### src/rtl/call_initiator.sv
// Caller side of a start/done call protocol: accepts a request, pulses start to a
// callee, waits for its done (ignoring a stale-high done), and returns the result.
module call_initiator #(
  parameter int WIDTH          = 32,
  parameter int TIMEOUT_CYCLES = 64,
  parameter int CNT_WIDTH      = 16
) (
  input  logic                 clk,
  input  logic                 reset,
  input  logic                 req_valid,
  output logic                 req_ready,
  input  logic [WIDTH-1:0]     req_a,
  input  logic [WIDTH-1:0]     req_b,
  output logic                 rsp_valid,
  input  logic                 rsp_ready,
  output logic [WIDTH-1:0]     rsp_result,
  output logic                 rsp_timeout,
  output logic                 callee_start,
  output logic [WIDTH-1:0]     callee_a,
  output logic [WIDTH-1:0]     callee_b,
  input  logic [WIDTH-1:0]     callee_result,
  input  logic                 callee_done,
  output logic [CNT_WIDTH-1:0] call_count,
  output logic [1:0]           dbg_state
);

  // Handshakes: a request transfers on a rising clk edge where req_valid && req_ready;
  // a response transfers on a rising edge where rsp_valid && rsp_ready. rsp_* hold
  // stable while rsp_valid && !rsp_ready.

  localparam logic [1:0] IDLE      = 2'd0;
  localparam logic [1:0] WAIT_LOW  = 2'd1;
  localparam logic [1:0] WAIT_HIGH = 2'd2;
  localparam logic [1:0] RESP      = 2'd3;

  localparam int TW = $clog2(TIMEOUT_CYCLES);
  localparam logic [TW-1:0] TMO_LAST = TW'(TIMEOUT_CYCLES - 1);

  logic [1:0]    state;
  logic [TW-1:0] tmo;

  assign req_ready = (state == IDLE);
  assign dbg_state = state;

  always_ff @(posedge clk) begin
    if (reset) begin
      state        <= IDLE;
      tmo          <= '0;
      callee_start <= 1'b0;
      callee_a     <= '0;
      callee_b     <= '0;
      rsp_valid    <= 1'b0;
      rsp_result   <= '0;
      rsp_timeout  <= 1'b0;
      call_count   <= '0;
    end else begin
      case (state)
        IDLE: begin
          if (req_valid) begin
            callee_a     <= req_a;
            callee_b     <= req_b;
            callee_start <= 1'b1;
            tmo          <= '0;
            state        <= WAIT_LOW;
          end
        end
        WAIT_LOW: begin
          // done is still high from the previous call until the callee picks up start
          callee_start <= 1'b0;
          tmo          <= tmo + TW'(1);
          if (tmo == TMO_LAST) begin
            rsp_result  <= '0;
            rsp_timeout <= 1'b1;
            rsp_valid   <= 1'b1;
            state       <= RESP;
          end else if (!callee_done) begin
            state <= WAIT_HIGH;
          end
        end
        WAIT_HIGH: begin
          tmo <= tmo + TW'(1);
          // completion takes priority over a timeout landing in the same cycle
          if (callee_done) begin
            rsp_result  <= callee_result;
            rsp_timeout <= 1'b0;
            rsp_valid   <= 1'b1;
            call_count  <= call_count + CNT_WIDTH'(1);
            state       <= RESP;
          end else if (tmo == TMO_LAST) begin
            rsp_result  <= '0;
            rsp_timeout <= 1'b1;
            rsp_valid   <= 1'b1;
            state       <= RESP;
          end
        end
        RESP: begin
          if (rsp_ready) begin
            rsp_valid   <= 1'b0;
            rsp_timeout <= 1'b0;
            state       <= IDLE;
          end
        end
        default: state <= IDLE;
      endcase
    end
  end

endmodule

### config.mk
export PLATFORM = sky130hd
export DESIGN_NAME = call_initiator
export DESIGN_NICKNAME = d
export VERILOG_FILES = /design/src/rtl/call_initiator.sv
export SDC_FILE = /design/constraint.sdc
export NUM_CORES = 1
export LEC_CHECK = 0
export ABC_AREA = 1
export CAP_MARGIN = 10
export CORE_MARGIN = 4
export CORE_UTILIZATION = 39
export CTS_BUF_LIST = sky130_fd_sc_hd__clkbuf_4 sky130_fd_sc_hd__clkbuf_8
export CTS_CLUSTER_DIAMETER = 30
export DETAILED_ROUTE_END_ITERATION = 10
export GPL_ROUTABILITY_DRIVEN = 0
export MAX_ROUTING_LAYER = met4
export PLACE_DENSITY = 0.82
export SYNTH_ARGS = -nofsm -noshare
export SYNTH_HDL_FRONTEND = slang
export SYNTH_SLANG_ARGS = --single-unit
### constraint.sdc
create_clock -name clk -period 1.5 [get_ports clk]
set_input_delay 0.15 -clock clk [delete_from_list [all_inputs] [get_ports clk]]
set_output_delay 0.15 -clock clk [all_outputs]
set_load 0.005 [all_outputs]
==> results.txt, run 1 <==
The flow ran to the end, and the final reports show no timing, DRC or antenna violations. At the worst endpoint, the arrival time is 1820 ps. After synthesis, the largest area contributor takes up 51.6% of total cell area.

The launch point of the worst reg-to-reg path is dbg_state[0]. The hold path endpoint is rsp_result[16]. During placement, the flow inserted port buffers numbering 218. The final critical delay including setup and external delays was 1450 ps. By area the synthesized netlist is led by dfxtp_1, nor2_1, nand2_1.

TritonCTS built the clock tree. The worst-case IR drop observed on VDD is 941 uV. The ratio of cells with drive above 1 in the final layout was 12.9%. The tools report the wire length of the first global-routing pass as 21.4 mm. The power per cell area is 1390 nW/um^2.

Of all flip-flops after synthesis, the portion carrying an async set or reset was 0%. In this design, the largest share of critical-path delay is due to flip-flops. The die covers 14,100 um^2. Entering global routing, the biggest net connects 59 pins. Along the worst path, the maximum fanout reaches 4. The placed cell count is 987.

The number of cells on the worst hold path works out to 3. The number of instances in the synthesized netlist is 627, and the total overflow reported by the global router is 0. Hold timing on the final database bottoms out at a slack of 277 ps.

The run gives 4,816 as the vias after detailed routing. The run gives 0 as the number of nets with antenna violations after routing. The via count of the first global-routing pass was 4,361.

The tools report the post-cts hold buffer count as 0. The number of top-level pins is 219, and the max capacitance violation total is 0. The synthesized net count came out at 735. The signal on the critical path passes through inv_4 -> ha_4 -> inv_6 -> o21ai_4 -> nand4_4 -> o21bai_1 -> inv_1 -> nor2_1. Data on the critical path is required at its endpoint by 1870 ps. For the antenna diode count, the log shows 0. The tools report the number of sinks driven by the clock tree as 123. The mean instance size in the synthesized netlist is 7.61 um^2. The initial antenna violation count is 0, and the maximum clock path buffer count is 2.

Leaving out filler cells and counting taps, the final layout contains 1,022. After the last flow step, the layout net total stands at 972. The initial utilization of the core area, before any placement, comes to 39.7%. In this run the tightest slew margin relative to its limit is 74.6%. Setup repair after global routing could not meet its margin everywhere.

Counting cells, the worst reg-to-reg path comes to 8. Leakage power figure: 3.60 nW. The critical path class is reg2reg. Counting both buffers and inverters, the worst setup path holds a total of 3. The sequential share of the synthesized area came out at 51.6%. Cell type with the highest aggregate area in the netlist: dfxtp_1. The hold violation total from the final report was 0; the worst-case register-to-register setup slack was 50 ps.

The primary flip-flop cell chosen by synthesis mapping is dfxtp_1. The die height is 119 um. The run gives 12,000 um^2 as the core outline area. In the routed layout, each cell is associated on average with a via count of 4.71.

For the final database, setup skew stands at 4.61 ps. After synthesis the netlist holds a flip-flop and latch count of 123. The source of the worst hold timing path is callee_result[16]. For the area of placed instances, the log shows 7280 um^2.

The logs give 13.6 mm for the total routed wirelength and 247 for the number of DRC markers in iteration 0. The kind of start point of the critical path was a register. The max-slew violation total from the final report is 0, and the sum of negative setup slack is 0 ps.

In this run, synthesis inferred 0 flip-flops with an integrated enable. The area added between synthesis and finish was 65.6%. The maximum single-stage delay on the critical path was 360 ps. Critical register-to-register path endpoint: tmo[5]. Clock-pin slew was measured on the worst setup and hold paths at 70 ps.

Transition time of the tightest slew-check pin: 380 ps. The synthesized netlist occupies a cell area of 4770 um^2. The number of rows created at floorplan was 40; the sum of net half-perimeters after detailed placement was 9.80 mm. Setup violations remaining at the end of the flow were counted as 0. The total number of yosys warnings is 0, and the combined global-route utilization of all metal layers is 19.3%.

STA classifies the critical path endpoint as a register. In this run the horizontal extent of the chip is 119 um. Synthesis instantiated 27 different standard cells from the library. The run gives 690 MHz as the maximum clock frequency. The area of all placed cells without fillers is 7910 um^2, and the TritonCTS buffer count is 17. Dividing the detail-routed wire length by the instance count gives 13.3 um.

CTS built an H-tree with a depth of 4. The share of the core filled with cells in the final layout was 65.8%; the final clock period utilization by the worst path was 96.7%. For this design, the slowest cell found on the critical path is dfxtp_2. At the later pin of the worst-skew pair, clock insertion delay measures 420 ps.

Buffer type at the clock tree root: clkbuf_8. The run gives 0 as the post-route DRC violation count. The min-delay analysis places its worst path in the category in2reg. The tools report the number of detailed-routing iterations run before antenna repair as 6.
synth_stat cells, types with 2 or more instances:
master      n
buf_4      10
o21ai_0    76
clkbuf_1   19
nor2_1    153
ha_1        7
dfxtp_1   123
inv_1      39
nor3_1      2
nor2_4      4
nor2_2      4
a21oi_1    50
nand2_1   108
nand4_2     2
nand4_1     5
buf_6       3
nand3_2     2
nand3_1    10
placed cells by master (no fill, tap or decap), types with 3 or more instances in the layout:
cell             netlist  final
dlygate4sd2_1          0      6
buf_12                 0      8
dlymetal6s2s_1         0     32
nand2_1              108    106
nand3_1               10      8
clkbuf_8               0     19
buf_4                 10     23
clkinvlp_4             0      3
clkbuf_4               0      4
nor2_1               153    151
clkdlybuf4s50_1        0    179
dfxtp_4                0      5
nand2_2                1      3
nand4_1                5      5
dfxtp_2                0     15
a21oi_1               50     49
nor2_4                 4      7
o21ai_1                1      4
o21ai_0               76     73
dfxtp_1              123    103
nor2_2                 4      3
ha_1                   7      4
inv_1                 39     35
state kept, by name, indices dropped and copies added, names as in the netlist:
name,count
callee_a,32
callee_b,32
rsp_result,32
call_count,16
tmo,6
dbg_state,2
callee_start,1
rsp_timeout,1
rsp_valid,1
where the power goes:
group	total [mW]	internal [mW]	leakage (nW)	switching, mW
Sequential	4.23	3.91	1.02	0.318
Clock	2.85	1.61	0.192	1.24
Combinational	3.94	2.13	2.39	1.81
Total	11.0	7.65	3.60	3.36
cell families (layout without fill, tap and decap cells):
kind of cell / after synthesis / count (layout) / share of synthesized area (%)
buffers and inverters: 72 / 320 / 6.92
DFF: 123 / 123 / 51.6
adders and majority gates: 7 / 7 / 1.83
xor gates and xnor gates: 1 / 1 / 0.184
and+or+nand+nor: 294 / 294 / 25.5
AOI/OAI and AO/OA: 130 / 130 / 14.0
worst register-to-register path: stages (launching register included):
cell,delay (ps)
dfxtp_2,360
inv_4,60
ha_4,300
inv_6,50
o21ai_4,200
nand4_4,140
o21bai_1,160
inv_1,60
nor2_1,70
how the worst max path moves through the flow:
| stage | start | endpoint | slack [ps] | depth (start not counted) |
|---|---|---|---|---|
| 2_1_floorplan | dbg_state[0] | call_count[12] | -6 | 9 |
| 3_3_place_gp | callee_done | call_count[12] | -60 | 8 |
| 3_5_place_dp | callee_done | call_count[12] | -130 | 8 |
| 4_1_cts | dbg_state[0] | req_ready | 1 | 3 |
| 5_1_grt | dbg_state[1] | dbg_state[0] | -40 | 9 |
| 6_report | dbg_state[0] | tmo[5] | 50 | 8 |
layer usage:
layer	global-route usage [%]	up-vias	part of all wire (%)
met5	-	-	0
met4	5.21	0	1.2
met3	6.75	16	6.7
met2	30.3	174	48
met1	23.6	2150	44
li1	-	2476	-
area by class of cell:
class | count | area [um^2]
timing repair buffer | 250 | 2600
inverter | 40 | 160
clock buffer | 23 | 292
fill | 996 | 4110
multi-input combinational | 432 | 2080
clock inverter | 7 | 92.6
sequential | 123 | 2500
tap | 147 | 184
through the flow:
stage / power [mW] / setup WS (ps)
finish: 11.0 / 49.7
CTS: 11.0 / 0.958
floorplan: 6.01 / -5.73
global placement: 8.05 / -56.2
detailed placement: 8.10 / -129
global route: 11.7 / -38.6
what timing repair did:
item | 4_1_cts | 5_1_grt
pin swaps | 1 | 12
endpoints found under the setup margin | 28 | 86
gates resized for setup | 34 | 57
setup buffers | 0 | 5
Note: power is estimated with default switching activity, not from simulation.
==> run 2: changes to the inputs <==
CORE_UTILIZATION = 43   (was 39)
PLACE_DENSITY = 0.86   (was 0.82)
clock period = 1.56 ns   (was 1.5 ns; I/O delays follow)
==> results.txt, run 2 (synthesis results as in run 1) <==
The longest clock path from root to sink contains 2 buffers. For the post-route DRC violation count, the log shows 0. The final routed wire length divided by cell count works out to 14.0 um.

The antenna diode count was 0; the final clock period utilization by the worst path was 96.5%. The worst setup path is launched from a register. The startpoint identified for the worst register-to-register timing path is dbg_state[0]. The worst hold path terminates at rsp_result[1].

The commonest non-fill, non-tap cell in the layout was clkdlybuf4s50_1. Worst-case reg-to-reg path depth: 7. After clock tree synthesis, the clock-pin slew on the worst setup and hold paths is 70 ps. Total design power: 10.5 mW.

The slowest stage of the critical path belongs to the cell dfxtp_1. For this block, the routed nets add up to 14.1 mm of wire. The maximum number of pins on one net before global-route repair is 65.

The critical register-to-register path endpoint is tmo[5]. TritonCTS built the clock tree. The number of cells on the worst hold path is 3. 219 I/O pins were placed.

The max-slew violation total from the final report was 0; the max capacitance violation total was 0. The worst setup path is captured at a register. The logs give 0 for the post-cts hold buffer count and 4 for the number of detailed-routing iterations run before antenna repair.

The initial antenna violation count came out at 0. The clock net in this run drives a total of 123 sinks. The worst-case IR drop observed on VDD is 712 uV. After detailed routing, the number of vias per cell comes to 4.83. The remaining max-slew budget at the tightest pin was 74.3%. The first routing iteration left 378 violations.

Walking the worst path, the cells encountered are inv_2 -> ha_4 -> inv_2 -> o21ai_4 -> nand4_2 -> o21ai_0 -> nor2_1. The clock latency reported for the late side of the worst-skew pair was 420 ps. The routed layout has 4,849 vias. Row generation in the floorplan step produced 38 rows. For this design the static power due to leakage is 2.97 nW. Number of filler instances in the final layout: 919.

The tools report the data arrival time at the worst-slack endpoint as 1800 ps. Required time of the worst setup path: 1860 ps. Setup repair after global routing could not meet its margin everywhere. The run gives 10,800 um^2 as the core outline area. The most repeated library cell on the critical path is inv_2. The wire-length estimate of the detail-placed layout is 10.2 mm.

Derived from the worst setup path, the maximum achievable clock frequency is 664 MHz. The via count of the first global-routing pass came out at 4,647. For this configuration, the core starts out at a cell density of 44.0%. The tools report the source of the worst hold timing path as callee_result[1].

The final number of setup-violating endpoints was 0. In this design, the stage delay of the slowest critical-path cell is 350 ps. The die is 113 um tall. The area added between synthesis and finish was 59.9%. Leaving out fill and tap cells, the most frequent cells in the layout are clkdlybuf4s50_1, nor2_1, dfxtp_1. The transition time of the tightest slew-check pin came out at 386 ps.

The final critical delay including setup and external delays was 1510 ps. The tools report the count of H-tree levels built during CTS as 4. Along the worst path, the maximum fanout reaches 5. In the final layout, the share of cells above drive strength 1 is 9.61%. The first global-routing pass estimated 22.4 mm of wire. The flow ran to the end, and the final reports show no timing, DRC or antenna violations. Among cell families on the critical path, the largest total delay comes from compound AO/OA/AOI/OAI gates.

The die covers 12,900 um^2. In this run the remaining antenna-violating nets after routing total 0. The critical path is of the reg2reg type. After layout, the worst setup slack is 54.2 ps. The number of buffer and inverter instances along the worst setup path came out at 2. In this run the clock root is driven by a clkbuf_8. Total overflow reported by the global router: 0. For this run, the total global-route usage over all layers was measured as 22.0%. Input and output buffers added on the ports amount to 218.

On the final layout, the worst clock skew is 17.4 ps. The worst slack at placement was -43.2 ps. The hold violation total from the final report is 0.

The TritonCTS buffer count is 17. Worst-case register-to-register setup slack: 50 ps. The tightest min-delay check is of the in2reg type. The die width is 113 um.

For this design the ratio of total power to cell area is 1380 nW/um^2. The net count of the finished layout is 959. The largest registers in the layout are callee_a (32), callee_b (32), rsp_result (32).
## run 2: power by group
| group | internal, mW | total, mW | switching (mW) |
|---|---|---|---|
| clock | 1.46 | 2.78 | 1.31 |
| combinational | 1.96 | 3.66 | 1.71 |
| sequential | 3.75 | 4.08 | 0.324 |
## run 2: routing by layer
layer  track usage, %  vias to the layer above  routed length (um)
li1                 -                     2448                   -
met1             26.0                     2219                5970
met2             37.4                      157                7060
met3             5.56                       25                 803
met4             6.01                        0                 226
met5                -                        -                   0
## run 2: repair_timing
item	in CTS	in global routing
pin swaps	0	1
resized for setup	8	13
buffers inserted	0	1
endpoints found under the setup margin	8	57
endpoints found under the hold margin	0	0
## run 2: final cells by class
| type | instances | area [um^2] | share of cell area [%] |
|---|---|---|---|
| repair buffers | 237 | 2420 | 31.8 |
| clock buffers | 18 | 248 | 3.25 |
| well taps | 140 | 175 | 2.30 |
| flip-flops and latches | 123 | 2470 | 32.4 |
| multi-input cells | 432 | 2010 | 26.4 |
| inverters | 40 | 150 | 1.97 |
| clock inverters | 14 | 146 | 1.92 |
## run 2: worst reg2reg max path, stage by stage, from the launching register on
cell and delay [ps]:
dfxtp_1 350, inv_2 80, ha_4 270, inv_2 70, o21ai_4 230, nand4_2 160
o21ai_0 180, nor2_1 60
## run 2: worst max-delay path by stage
stage / startpoint / end / slack (ps) / depth (start not counted)
after floorplan: dbg_state[0] / tmo[5] / 10 / 7
after global placement: callee_done / call_count[12] / 30 / 8
after detailed placement: dbg_state[1] / tmo[5] / -40 / 7
after CTS: dbg_state[1] / call_count[12] / 0.2 / 8
after global routing: dbg_state[0] / tmo[5] / -30 / 7
final: dbg_state[0] / tmo[5] / 50 / 7
## run 2: per-stage QoR
step	hold slack (ps)	utilization, %	std cells	setup TNS, ps	cell area, um^2
2_1_floorplan	303	-	627	0	4770
5_1_grt	281	70.4	1004	-71.5	7630
6_report	300	70.4	1004	0	7630
3_3_place_gp	446	66.3	971	0	7190
3_5_place_dp	454	66.3	971	-102	7190
4_1_cts	270	70.0	1003	0	7590
==> patch 1: new RTL, config.mk and constraints of run 2 <==
`TIMEOUT_CYCLES`: 64 -> 128.
--- a/src/rtl/call_initiator.sv
+++ b/src/rtl/call_initiator.sv
@@ -4,3 +4,3 @@
   parameter int WIDTH          = 32,
-  parameter int TIMEOUT_CYCLES = 64,
+  parameter int TIMEOUT_CYCLES = 128,
   parameter int CNT_WIDTH      = 16
Behaviour: no difference found for any inputs over 4 cycles, from zero or initial values and one cycle with reset high; that may be too few to reach the edited logic, so the function may still have changed.
==> patch 1 against run 2 <==
Area after synthesis grew 0.79%. Sequential cell count up 1. Setup slack worse by 2.0 ps. Combinational power increased by 1%. Cell area increased by 1.2%. Die area rose by 0.73%. Global-route usage grew 0.64 points. Wire length increased by 4.6%. Non-clock buffer count up 2. Power rose by 2.8%. Maximum frequency shrank 0.13%. Clock power is 9.0% higher. Critical path type is now register to output pin.
==> patch 1: results (changes against run 2) <==
* ANT cells at 0 (unchanged)
* CTS root buffer: clkbuf_8
* Bufs on Longest Clock Path at 2 (unchanged)
* Top post-synthesis cells by count: nor2_1, dfxtp_1, nand2_1
* Nets@finish at 968 (+0.94%)
* MaxCap Viol Count at 0 (unchanged)
* # DRC at 0 (unchanged)
* YS warnings at 0 (unchanged)
* I/O Buffers at 218 (unchanged)
* Number of global-route vias before repair at 4683 (+0.77%)
* Seq/Total Area, Yosys at 0.516 (about the same)
* Vias after detailed routing at 4985 (+2.8%)
* Total CTS buffers at 17 (unchanged)
* Worst VDD drop at 0.000876 V (+23%)
* Clock Skew at 7.95 ps (-9.47 ps)
* Antenna violations before repair at 0 (unchanged)
* Clock Pin Slew Worst Setup and Hold Paths at 70 ps (about the same)
* Crit path max fanout at 4 (-1)
* DRT Pass-1 Iters at 5 (+1)
* First-pass GRT wire length at 22600 µm (+0.62%)
* Total track usage at 0.227 (+0.00638)
* Largest net degree at the start of global routing at 52 (-20%)
* DP Wirelength at 10300 µm (+1.0%)
* Fillers at 866 (-5.8%)
* Share of layout cells above drive strength 1 at 0.108 (+0.0116)
* CP peak stage delay at 540 ps (+190 ps)
* Initial DRC count at 432 (+14%)
* Asr flop ratio synth at 0 (unchanged)
* Critical path's slowest cell: clkdlybuf4s50_1
* WL/cell at 14.5 µm (+3.7%)
* Family with the most delay on the worst path: buffers and inverters
* Top cells by area, synth: dfxtp_1, nor2_1, nand2_1
* Slew @ Worst Pin at 508 ps (+122 ps)
* Status: finished clean
* Critical Path AT at 1350 ps (-450 ps)
* Leakage at 2.95 nW (-0.62%)
* Post-synth cell types at 29 (+7.4%)
* Syn nets at 743 (+1.1%)
* Type of the tightest min-delay check: input pin to register
* Largest regs: callee_a (32), callee_b (32), rsp_result (32)
* Clk_lat worst skew at roughly 430 ps
* CTS H-tree lvls at 4 (unchanged)
==> patch 1: final cells by class <==
class | count | area [µm²] | area share
clock buffer | 19 | 255 | 0.0331
clock inverter | 13 | 173 | 0.0224
inverter | 31 | 118 | 0.0152
multi-input combinational | 447 | 2070 | 0.269
sequential | 124 | 2500 | 0.323
tap | 140 | 175 | 0.0227
timing repair buffer | 239 | 2430 | 0.315
==> patch 1: layer usage <==
layer,track usage,vias up,part of all wire
met5,-,-,0
met4,0.0760,0,0.015
met3,0.0785,21,0.093
met2,0.379,205,0.48
met1,0.254,2276,0.41
li1,-,2483,-
==> patch 1: power by group <==
group	leakage, nW	total [W]	switching (W)	internal, W
logic	1.72	0.00370	0.00172	0.00198
registers	1.02	0.00408	0.000306	0.00378
clock network	0.214	0.00303	0.00125	0.00178
==> patch 1: cell families after synthesis <==
family,count (synthesis),synth area share
AND/OR/NAND/NOR,308,0.264
AO/OA/AOI/OAI,131,0.139
flip-flops,124,0.516
buffers and inverters,64,0.0614
adder cells (fa/ha/maj),7,0.0182
XOR/XNOR,1,0.00182
==> patch 1: worst reg2reg max path: cells and delay by family (launching register included) <==
kind	cells	cell delay, ps
adders and majority gates	1	180
buffers and inverters	2	180
DFF	1	320
AOI/OAI and AO/OA	1	440
and+or+nand+nor	3	230
==> patch 1: what timing repair did <==
action,4_1_cts,5_1_grt
setup endpoints to repair,14,62
cloned,0,2
pin swaps,0,2
gates resized for setup,17,13
buffers inserted,1,1
==> patch 1: path summary, 6_finish.rpt <==
| path | from | endpoint | slack (ps) | cells past startpoint |
|---|---|---|---|---|
| worst max-delay path | call_count[6]$_SDFFE_PP0P_ | call_count[6] | 50 | 1 |
| worst min-delay path | callee_result[3] | rsp_result[3]$_SDFFE_PP0P_ | 280 | 3 |
| worst max register to register | dbg_state[0]$_SDFFE_PP0P_ | tmo[5]$_SDFFE_PP0P_ | 130 | 7 |
| worst min register to register | rsp_result[4]$_SDFFE_PP0P_ | rsp_result[4]$_SDFFE_PP0P_ | 460 | 2 |
==> patch 1: per-stage QoR <==
stage | instance area, µm² | TNS, ps | setup slack [ps] | std cells | total power [W]
after CTS | 7640 | 0 | 7.46 | 1010 | 0.0108
final | 7720 | 0 | 52.2 | 1013 | 0.0108
after global routing | 7720 | -82.7 | -42.3 | 1013 | 0.0115
after detailed placement | 7210 | 0 | 13.4 | 977 | 0.00776
after floorplan | 4820 | 0 | 75.1 | 635 | 0.00576
after global placement | 7210 | 0 | 41.2 | 977 | 0.00767
==> patch 2: new RTL, flow settings as in run 2 <==
Without the edit above. Reset style: asynchronous (`reset`), changed in one clocked block.
--- a/src/rtl/call_initiator.sv
+++ b/src/rtl/call_initiator.sv
@@ -44,3 +44,3 @@
 
-  always_ff @(posedge clk) begin
+  always_ff @(posedge clk or posedge reset) begin
     if (reset) begin
Behaviour: differs if reset is asserted again (counterexample within 4 cycles, from zero or initial values and one cycle with reset high); with reset held inactive, the same outputs for 10 cycles.
==> patch 2 against run 2 <==
The run now ends with negative setup slack left. Core utilization is 2.7 points higher. Die area is 7.9% higher. Setup slack worse by 93 ps. Wire length is 15% higher. Area after synthesis is 8.6% higher. Count of clock-buffer cells in the layout is 2 higher. Cell area is 11% higher. Sequential cell count stayed put. Via count is 0.58% higher. Critical endpoint is now rsp_result[30]$_DFFE_PP0P_. Largest cell class unchanged. Highest routed layer unchanged.
Power is not compared: it rests on default switching activity, and its combinational part moved more than twofold at a synthesized area within 25%.
==> patch 2: results (changes against run 2) <==
* DRT Pass-1 Iters at 4 (unchanged)
* Asr flop ratio synth at 1.00 (+1.00)
* Setup TNS Final at -246 ps (-246 ps)
* Placed Cells at 943 (-2.9%)
* Antenna violations before repair at 0 (unchanged)
* First-pass GRT wire length at 25100 µm (+12%)
* Clock Skew at 9.98 ps (-7.44 ps)
* Status: complete, but fails checks
* Largest regs: callee_a (32), callee_b (32), rsp_result (32)
* Slew @ Worst Pin at 409 ps (+23.2 ps)
* Via-per-instance ratio at 4.86 (+0.68%)
* Post-synth cell types at 26 (-3.7%)
* Initial DRC count at 287 (-24%)
* Clock Pin Slew Worst Setup and Hold Paths at 80 ps
* Share of layout cells above drive strength 1 at 0.129 (+0.0330)
* Number of global-route vias before repair at 4849 (+4.3%)
* Clk_lat worst skew at 440 ps (+20 ps)
* Nets@finish at 955 (-0.42%)
* Crit end category: register
* Post-place setup slack at -30.8 ps (+12.3 ps)
* Vias after detailed routing at 4877 (+0.58%)
* Type of the tightest min-delay check: input pin to async pin
* Seq/Total Area, Yosys at 0.594 (+0.0781)
* Failing checks: negative setup slack
* Crit path max fanout at 8 (+3)
* Top cells by area, synth: dfrtp_1, nand2_1, nand3_1
* Syn nets at 697 (-5.2%)
* Worst VDD drop at ~0.00098 V
* DP Wirelength at 10600 µm (+3.8%)
* Cells after Synth at 589 (-6.1%)
* Hold slack at 163 ps (-136 ps)
* Top post-synthesis cells by count: nand2_1, dfrtp_1, nand3_1
* Placement Cell Area at 7620 µm² (+6.0%)
* Bufs on Longest Clock Path at 2 (unchanged)
* Final setup margin at -39.0 ps (-93.2 ps)
* Largest net degree at the start of global routing at 75 (+15%)
* Worst setup path start: dbg_state[1]$_DFFE_PP0P_
* CP endpoint: rsp_result[30]$_DFFE_PP0P_
* Leakage at 4.37 nW
* Final setup fails at 15 (+15)
* WL/cell at 16.1 µm (+15%)
* Critical path's slowest cell: dfrtp_1
* Critical Path AT at 1980 ps (+180 ps)
* RR Endpoint: rsp_result[30]$_DFFE_PP0P_
* CP peak stage delay at 420 ps (+70 ps)
* Total track usage at 0.237 (+0.0171)
* Worst reg-to-reg path cell count at 8 (+1)
-- patch 2: routing by layer --
metal	wire, µm	track usage
met5	0	-
met4	479	0.106
met3	902	0.0663
met2	8710	0.414
met1	6020	0.251
-- patch 2: final cells by class --
class / count / area [µm²]
sequential: 123 / 3080
inverter: 32 / 131
clock inverter: 12 / 193
multi-input combinational: 410 / 1890
clock buffer: 20 / 275
fill: 815 / 3120
timing repair buffer: 263 / 2740
tap: 143 / 179
-- patch 2: power groups by stage --
| stage | Sequential, W | Combinational, W | Clock, W |
|---|---|---|---|
| 2_1_floorplan | 0.00540 | 0.00250 | 0 |
| 3_3_place_gp | 0.00526 | 0.00631 | 0 |
| 3_5_place_dp | 0.00531 | 0.00651 | 0 |
| 4_1_cts | 0.00524 | 0.00715 | 0.00335 |
| 5_1_grt | 0.00541 | 0.00801 | 0.00351 |
| 6_report | 0.00525 | 0.00738 | 0.00330 |
-- patch 2: logic make-up (layout without fill, tap and decap cells) --
logic type               count (synthesis)  count (layout)  share of synthesized area
buffers and inverters                   56             327                     0.0493
AND/OR/NAND/NOR                        371             371                      0.297
flip-flops                             123             123                      0.594
XOR/XNOR                                11              11                     0.0200
AO/OA/AOI/OAI                           21              21                     0.0229
adder cells (fa/ha/maj)                  7               7                     0.0169
-- patch 2: what timing repair did --
| action | 4_1_cts | 5_1_grt |
|---|---|---|
| pin swaps | 2 | 9 |
| resized for setup | 16 | 23 |
| endpoints found under the hold margin | 0 | 0 |
| gates cloned | 3 | 1 |
| endpoints found under the setup margin | 54 | 73 |
| buffers inserted | 12 | 12 |
-- patch 2: critical path, delay by kind of cell, from the launching register on --
kind                       cells  cell delay, ps
and+or+nand+nor                3             250
adders and majority gates      1             180
AOI/OAI and AO/OA              1             200
DFF                            1             420
buffers and inverters          3             500
